==> config.mk <==
export PLATFORM = sky130hd
export DESIGN_NAME = fetch_unit
export DESIGN_NICKNAME = d
export VERILOG_FILES = /design/src/rtl/fetch_pkg.sv /design/src/rtl/fetch_queue.sv /design/src/rtl/fetch_unit.sv
export SDC_FILE = /design/constraint.sdc
export NUM_CORES = 1
export LEC_CHECK = 0
export BUFFER_PORTS_ARGS = -buffer_cell sky130_fd_sc_hd__clkbuf_2
export CAP_MARGIN = 20
export CORE_ASPECT_RATIO = 0.75
export CORE_MARGIN = 2
export CORE_UTILIZATION = 50
export CTS_CLUSTER_DIAMETER = 60
export DETAILED_ROUTE_END_ITERATION = 10
export GPL_TIMING_DRIVEN = 0
export PLACE_DENSITY = 0.81
export SLEW_MARGIN = 20
export SYNTH_ARGS = -nofsm -noshare
export SYNTH_HDL_FRONTEND = slang
export SYNTH_HIERARCHICAL = 1
export SYNTH_SLANG_ARGS = --single-unit
==> constraint.sdc <==
create_clock -name CLK -period 7.98 [get_ports CLK]
set_clock_uncertainty 0.2 [all_clocks]
set_input_delay 1.197 -clock CLK [delete_from_list [all_inputs] [get_ports CLK]]
set_output_delay 1.197 -clock CLK [all_outputs]
set_load 0.005 [all_outputs]
==> src/rtl/fetch_pkg.sv <==
// Shared types and defaults for the instruction-fetch stage.
// Queue entries pair a fetched instruction with the PC it was fetched from.
package fetch_pkg;

    localparam int FETCH_ADDR_W     = 24;
    localparam int FETCH_INSTR_W    = 24;
    localparam int FETCH_MIN_QDEPTH = 2;

    typedef struct packed {
        logic [FETCH_ADDR_W-1:0]  pc;
        logic [FETCH_INSTR_W-1:0] instr;
    } fetch_entry_t;

endpackage

==> src/rtl/fetch_queue.sv <==
// Circular FIFO of fetch entries with wrapping read/write pointers.
// flush_i clears the queue and takes priority over push_i.
module fetch_queue
    import fetch_pkg::*;
#(
    parameter int DEPTH = 4,
    parameter int CNT_W = $clog2(DEPTH + 1)
) (
    input  logic             clk,
    input  logic             rst,
    input  logic             push_i,
    input  logic             pop_i,
    input  logic             flush_i,
    input  fetch_entry_t     wdata_i,
    output fetch_entry_t     head_o,
    output logic [CNT_W-1:0] count_o,
    output logic             full_o,
    output logic             empty_o
);

    localparam int PTR_W = (DEPTH > 1) ? $clog2(DEPTH) : 1;

    fetch_entry_t     mem_q [DEPTH];
    logic [PTR_W-1:0] wr_ptr_q, wr_ptr_d;
    logic [PTR_W-1:0] rd_ptr_q, rd_ptr_d;
    logic [CNT_W-1:0] count_q, count_d;

    function automatic logic [PTR_W-1:0] ptr_inc(input logic [PTR_W-1:0] p);
        return (p == PTR_W'(DEPTH - 1)) ? '0 : p + 1'b1;
    endfunction

    always_comb begin
        wr_ptr_d = push_i ? ptr_inc(wr_ptr_q) : wr_ptr_q;
        rd_ptr_d = pop_i  ? ptr_inc(rd_ptr_q) : rd_ptr_q;
        count_d  = count_q + CNT_W'(push_i) - CNT_W'(pop_i);
    end

    always_ff @(posedge clk) begin
        if (rst || flush_i) begin
            wr_ptr_q <= '0;
            rd_ptr_q <= '0;
            count_q  <= '0;
        end else begin
            wr_ptr_q <= wr_ptr_d;
            rd_ptr_q <= rd_ptr_d;
            count_q  <= count_d;
        end
    end

    // Storage needs no reset; occupancy is tracked by the pointers and count.
    always_ff @(posedge clk) begin
        if (push_i && !flush_i && !rst) begin
            mem_q[wr_ptr_q] <= wdata_i;
        end
    end

    assign head_o  = mem_q[rd_ptr_q];
    assign count_o = count_q;
    assign full_o  = (count_q == CNT_W'(DEPTH));
    assign empty_o = (count_q == '0);

endmodule

==> src/rtl/fetch_unit.sv <==
// Instruction-fetch stage: PC, one-cycle-latency imem requests and a decoupling queue.
// Optional FETCH_BYPASS_EN lets a response reach out_* in its arrival cycle when the queue is empty.
module fetch_unit
    import fetch_pkg::*;
#(
    parameter int                ADDR_W   = FETCH_ADDR_W,
    parameter int                INSTR_W  = FETCH_INSTR_W,
    parameter int                PC_STEP  = 4,
    parameter int                QDEPTH   = 4,
    parameter logic [ADDR_W-1:0] RESET_PC = '0
) (
    input  logic               CLK,
    input  logic               rst,
    output logic               imem_req,
    output logic [ADDR_W-1:0]  imem_addr,
    input  logic [INSTR_W-1:0] imem_rdata,
    input  logic               redirect_valid,
    input  logic [ADDR_W-1:0]  redirect_pc,
    output logic               out_valid,
    input  logic               out_ready,
    output logic [INSTR_W-1:0] out_instr,
    output logic [ADDR_W-1:0]  out_pc,
    output logic [ADDR_W-1:0]  out_pc_next
);

    localparam int QD    = (QDEPTH < FETCH_MIN_QDEPTH) ? FETCH_MIN_QDEPTH : QDEPTH;
    localparam int CNT_W = $clog2(QD + 1);

    logic [ADDR_W-1:0] pc_q, pc_d;
    logic [ADDR_W-1:0] pend_pc_q, pend_pc_d;
    logic              inflight_q, inflight_d;
    logic              squash_q, squash_d;

    logic             q_push, q_pop, q_flush, q_full, q_empty;
    logic [CNT_W-1:0] q_count;
    logic [CNT_W:0]   occupancy;
    fetch_entry_t     q_head, resp_entry, out_entry;
    logic             resp_valid, bypass;

    // Issue only with a free slot for every queued and in-flight entry; a same-cycle pop earns no credit.
    assign occupancy = {1'b0, q_count} + (CNT_W + 1)'(inflight_q);
    assign imem_req  = !rst && !redirect_valid && (occupancy < (CNT_W + 1)'(QD));
    assign imem_addr = pc_q;

    always_comb begin
        pc_d       = pc_q;
        pend_pc_d  = pend_pc_q;
        inflight_d = imem_req;
        squash_d   = redirect_valid;
        if (redirect_valid) begin
            pc_d = redirect_pc;
        end else if (imem_req) begin
            pc_d      = pc_q + ADDR_W'(PC_STEP);
            pend_pc_d = pc_q;
        end
    end

    always_ff @(posedge CLK) begin
        if (rst) begin
            pc_q       <= RESET_PC;
            pend_pc_q  <= '0;
            inflight_q <= 1'b0;
            squash_q   <= 1'b0;
        end else begin
            pc_q       <= pc_d;
            pend_pc_q  <= pend_pc_d;
            inflight_q <= inflight_d;
            squash_q   <= squash_d;
        end
    end

    assign resp_valid = inflight_q && !squash_q;
    assign resp_entry = '{pc: pend_pc_q, instr: imem_rdata};

`ifdef FETCH_BYPASS_EN
    assign bypass = resp_valid && q_empty;
`else
    assign bypass = 1'b0;
`endif

    // A bypassed response that decode takes immediately never occupies a queue slot.
    assign q_push  = resp_valid && !(bypass && out_ready);
    assign q_pop   = !q_empty && out_ready;
    assign q_flush = redirect_valid;

    fetch_queue #(
        .DEPTH (QD),
        .CNT_W (CNT_W)
    ) u_queue (
        .clk     (CLK),
        .rst     (rst),
        .push_i  (q_push),
        .pop_i   (q_pop),
        .flush_i (q_flush),
        .wdata_i (resp_entry),
        .head_o  (q_head),
        .count_o (q_count),
        .full_o  (q_full),
        .empty_o (q_empty)
    );

    assign out_entry   = bypass ? resp_entry : q_head;
    assign out_valid   = !q_empty || bypass;
    assign out_instr   = out_entry.instr;
    assign out_pc      = out_entry.pc;
    assign out_pc_next = out_entry.pc + ADDR_W'(PC_STEP);

endmodule

# After elaboration in Yosys (flattened, before gate mapping)
# Memories as Yosys holds them, arrays and structs flattened. A register that Yosys moved wholly into a read port is not among the register bits.
# Index checks and enable logic that the tools add are counted.
dict set report word_totals {
  reg_bits 57
  ram_bits 192
  input_bits 52
  output_inout_bits 98
  wordCells 41
  mem_count 1
}
# name words word_bits rd rd_ports_with_merged_regs wr line_no
set memory_table {}
lappend memory_table {u_queue.mem_q 4 48 1 1 1 fetch_queue.sv:23} ;# fetch_entry_t mem_q [DEPTH];
dict set report op_classes {
  addsub 7
  order_cmp 1
  n_eq_ne 2
  n_mux 8
  n_bitwise 1
  n_reduce_logical 14
}
# cell n
set op_table {}
lappend op_table {{$add A24 B3 Y24 const B} 2}
lappend op_table {{$mux W24} 2}
lappend op_table {{$mux W2} 4}
lappend op_table {{$logic_and A1 B1 Y1} 6}
lappend op_table {{$add A2 B1 Y2 const B} 2}
lappend op_table {{$add A3 B1 Y4} 1}
lappend op_table {{$eq A2 B2 Y1 const B} 2}
lappend op_table {{$logic_not A1 Y1} 4}
lappend op_table {{$lt A4 B3 Y1 const B} 1}
lappend op_table {{$add A3 B1 Y3} 1}
lappend op_table {{$logic_not A3 Y1} 1}
lappend op_table {{$sub A3 B1 Y3} 1}
lappend op_table {{$mux W1} 2}
lappend op_table {{$reduce_and A2 Y1} 1}
lappend op_table {{$reduce_bool A2 Y1} 1}
lappend op_table {{$logic_or A1 B1 Y1} 1}
lappend op_table {{$not A1 Y1} 1}

# Longest topological paths before layout
dict set report depth {
  depth_word 6
  mapped_depth 8
  depth_no_buf 8
}

# Cells and area by module
# The synthesis kept the hierarchy.
# mod n_inst cells_each area_per_inst_um2 seq_area_each_um2
set by_module_without_submodules {}
lappend by_module_without_submodules {fetch_queue 1 295 7382.1 5945.7}
lappend by_module_without_submodules {fetch_unit 1 348 2696.3 1001.0}

# Least setup slack after synthesis
# OpenSTA, ideal clock, no wires.
dict set report synth_timing {
  path_type {register to output}
  from {register with a tool-made name}
  to {output port out_pc_next[22]}
  arrival_time_ns 2.202
  t_required_ns 6.583
  setup_slack_ns 4.381
  stages_incl_launch_ff 9
  n_path_buf 2
  cell_sequence {dfxtp_1 -> buf_2 -> buf_2 -> mux4_2 -> ha_1 -> inv_1 -> or4_4 -> nor3_2 -> xor2_1}
}
# item line_no
set synth_rtl {}
lappend synth_rtl {{end: declaration} fetch_unit.sv:23} ;# output logic [ADDR_W-1:0] out_pc_next

==> results.ini <==
[yosys]
syn_area_um2 = 10100
syn_inst = 642
synth_area_per_cell_um2 = 15.7
ys_warn_count = 6
syn_nets = 704

[floorplanning]
die-area_um2 = 21300
core-area_um2 = 19500
initial_core_util = 0.515
row_count = 44
dieHeight_um = 127
ioPinCount = 150
die_w_um = 168

[power_and_ir_drop]
swShare = 0.201
seq_power_share = 0.547
clkPwrFrac = 0.406
p_comb_frac = 0.047
leakagePower_nw = 4.26
power_density_nw_per_um2 = 221
p_int_w = 0.00210
p_sw_w = 0.000530
peakVddDrop_uv = 128

[cells_and_area]
layout_common_cells = 192 x edfxtp_1, 150 x clkbuf_2, 72 x nand2_1
drive_gt1_frac = 0.311
fill_cells = 1421
diodes = 0
multi_input_area_um2 = 2900
finalNetCount = 878
seq_area_um2 = 6950
syn_to_final_growth_pct = 18.0
mostFrequentLayoutCell = edfxtp_1

[timing]
relSlewSlack = 0.284
finalHoldViolCount = 0
post-route-min-period_ns = 4.97
fmax_mhz = 201
rsz0062_at_grt = no
report.final.slew_viol_count = 0
min_period_over_period = 0.623
timing.setup.tns_ns = 0
setup_viol = 0
setup_slack_ns = 3.01
worstMarginPinSlew_ns = 1.06

[outcome]
status = finished, final reports clean

[worst_setup_path]
reg2reg_from = u_queue/count_o[2]$_SDFF_PP0_
cp-end-kind = output port
crit_path_max_fanout = 10
path_delay_family = simple AND/OR/NAND/NOR gates
critPathBufInv = 3
worst_path_max_delay_cell = nor4_2
endpoint = out_pc_next[23]
worstPathArrival_ns = 3.58
ff2ff_path_depth = 8
slowest_delay_ns = 0.90
crit_cells = 8
r2r_end = u_queue/count_o[2]$_SDFF_PP0_
worstPathCellList = buf_2 -> buf_2 -> mux4_2 -> nand4_1 -> nor4_2 -> nand4_1 -> xnor2_1 -> clkbuf_2
critPathKind = register to output port
cp_data_required_time_ns = 6.58
reg2reg_slack_ns = 5.66
cp-start-kind = register

[detailed_routing]
num_vias = 6247
drtAntennaViolNets = 0
vias_per_cell = 5.77
postRouteWirelength_mm = 21.0
wire_per_inst_um = 19.4
drcViolationCount = 0
first_pass_iters = 5
first_iter_violations = 605

[place]
pre_cts_ws_ns = 3.50
place_hpwl_mm = 13.8
gp_congestion = 0.941
portBuffers = 149

[clock_tree]
root_buffer = clkbuf_16
clkTransAtPathRegs_ns = 0.06
numCtsBuffers = 23
clock_sinks = 251
post-cts-setup-buffers = 0
postCtsResizedCells = 0
cts_hold_buf = 0
htreeDepth = 1
cts_tree = done
clockBufferDepth = 3
clk_latency_ns = 0.51

[global_routing]
antenna_found_initial = 0
grt_max_degree = 49
track_usage = 0.196
grt_pass1_vias = 5878
overflow = 0
grt_pass1_wl_mm = 32.6

[min_path]
hp-start = imem_addr[0]$_SDFFE_PP0P_
hold_path_class = register to register

[job]
max_cap_viol_count = 0

worst min-delay path by stage:
| stage | endpoint | slack, ns | cells after the start |
|---|---|---|---|
| finish | pend_pc_q[0]$_SDFFE_PP0P_ | 0.28 | 2 |
| floorplan | u_queue/mem_q[0][24]$_DFFE_PP_ | 0.26 | 0 |
| detailed placement | pend_pc_q[0]$_SDFFE_PP0P_ | 0.27 | 2 |
| global route | pend_pc_q[1]$_SDFFE_PP0P_ | 0.32 | 2 |
| CTS | pend_pc_q[0]$_SDFFE_PP0P_ | 0.28 | 2 |
| global placement | pend_pc_q[0]$_SDFFE_PP0P_ | 0.26 | 2 |
cell type report:
| cell class | instances | share of cell area |
|---|---|---|
| sequential | 251 | 0.584 |
| multi-input combinational | 339 | 0.244 |
| timing repair buffer | 149 | 0.0627 |
| clock buffer | 29 | 0.0503 |
| tap | 253 | 0.0266 |
| buffer | 35 | 0.0154 |
| clock inverter | 10 | 0.0112 |
| inverter | 17 | 0.00537 |
power groups by stage:
stage	Combinational [W]	Clock, W	Sequential (W)
after CTS	0.000125	0.00109	0.00144
after global routing	0.000137	0.00113	0.00144
final	0.000124	0.00107	0.00144
after detailed placement	0.000124	0	0.00147
after floorplan	0.0000696	0	0.00146
after global placement	0.000121	0	0.00147
tightest hold or removal path, delay by kind of cell, from the launching register on:
family	cells	cell delay (ns)
DFF	1	0.32
and+or+nand+nor	1	0.06
AOI/OAI and AO/OA	1	0.05
metal layers:
metal,global-route usage,vias up,wire length [um]
met4,0.0435,0,359
met1,0.296,3064,9480
met5,0,-,0
met2,0.303,288,9550
li1,-,2859,-
met3,0.0349,36,1630
registers in the layout, indices dropped and copies added, names as in the netlist, named ones only:
signal and cells:
u_queue/mem_q 192, imem_addr 24, pend_pc_q 24, u_queue/count_o 3
u_queue/rd_ptr_q 2, u_queue/wr_ptr_q 2, inflight_q 1, squash_q 1
through the flow:
step,cell area [um^2],hold WS (ns),utilization,total power [W],std cells
floorplan,10100,0.260,-,0.00153,642
global placement,11100,0.263,0.570,0.00159,1044
detailed placement,11200,0.270,0.571,0.00159,1044
CTS,11900,0.279,0.608,0.00265,1083
global route,11900,0.317,0.608,0.00271,1083
finish,11900,0.276,0.608,0.00263,1083
No activity file was read; power rests on OpenSTA's default activity.
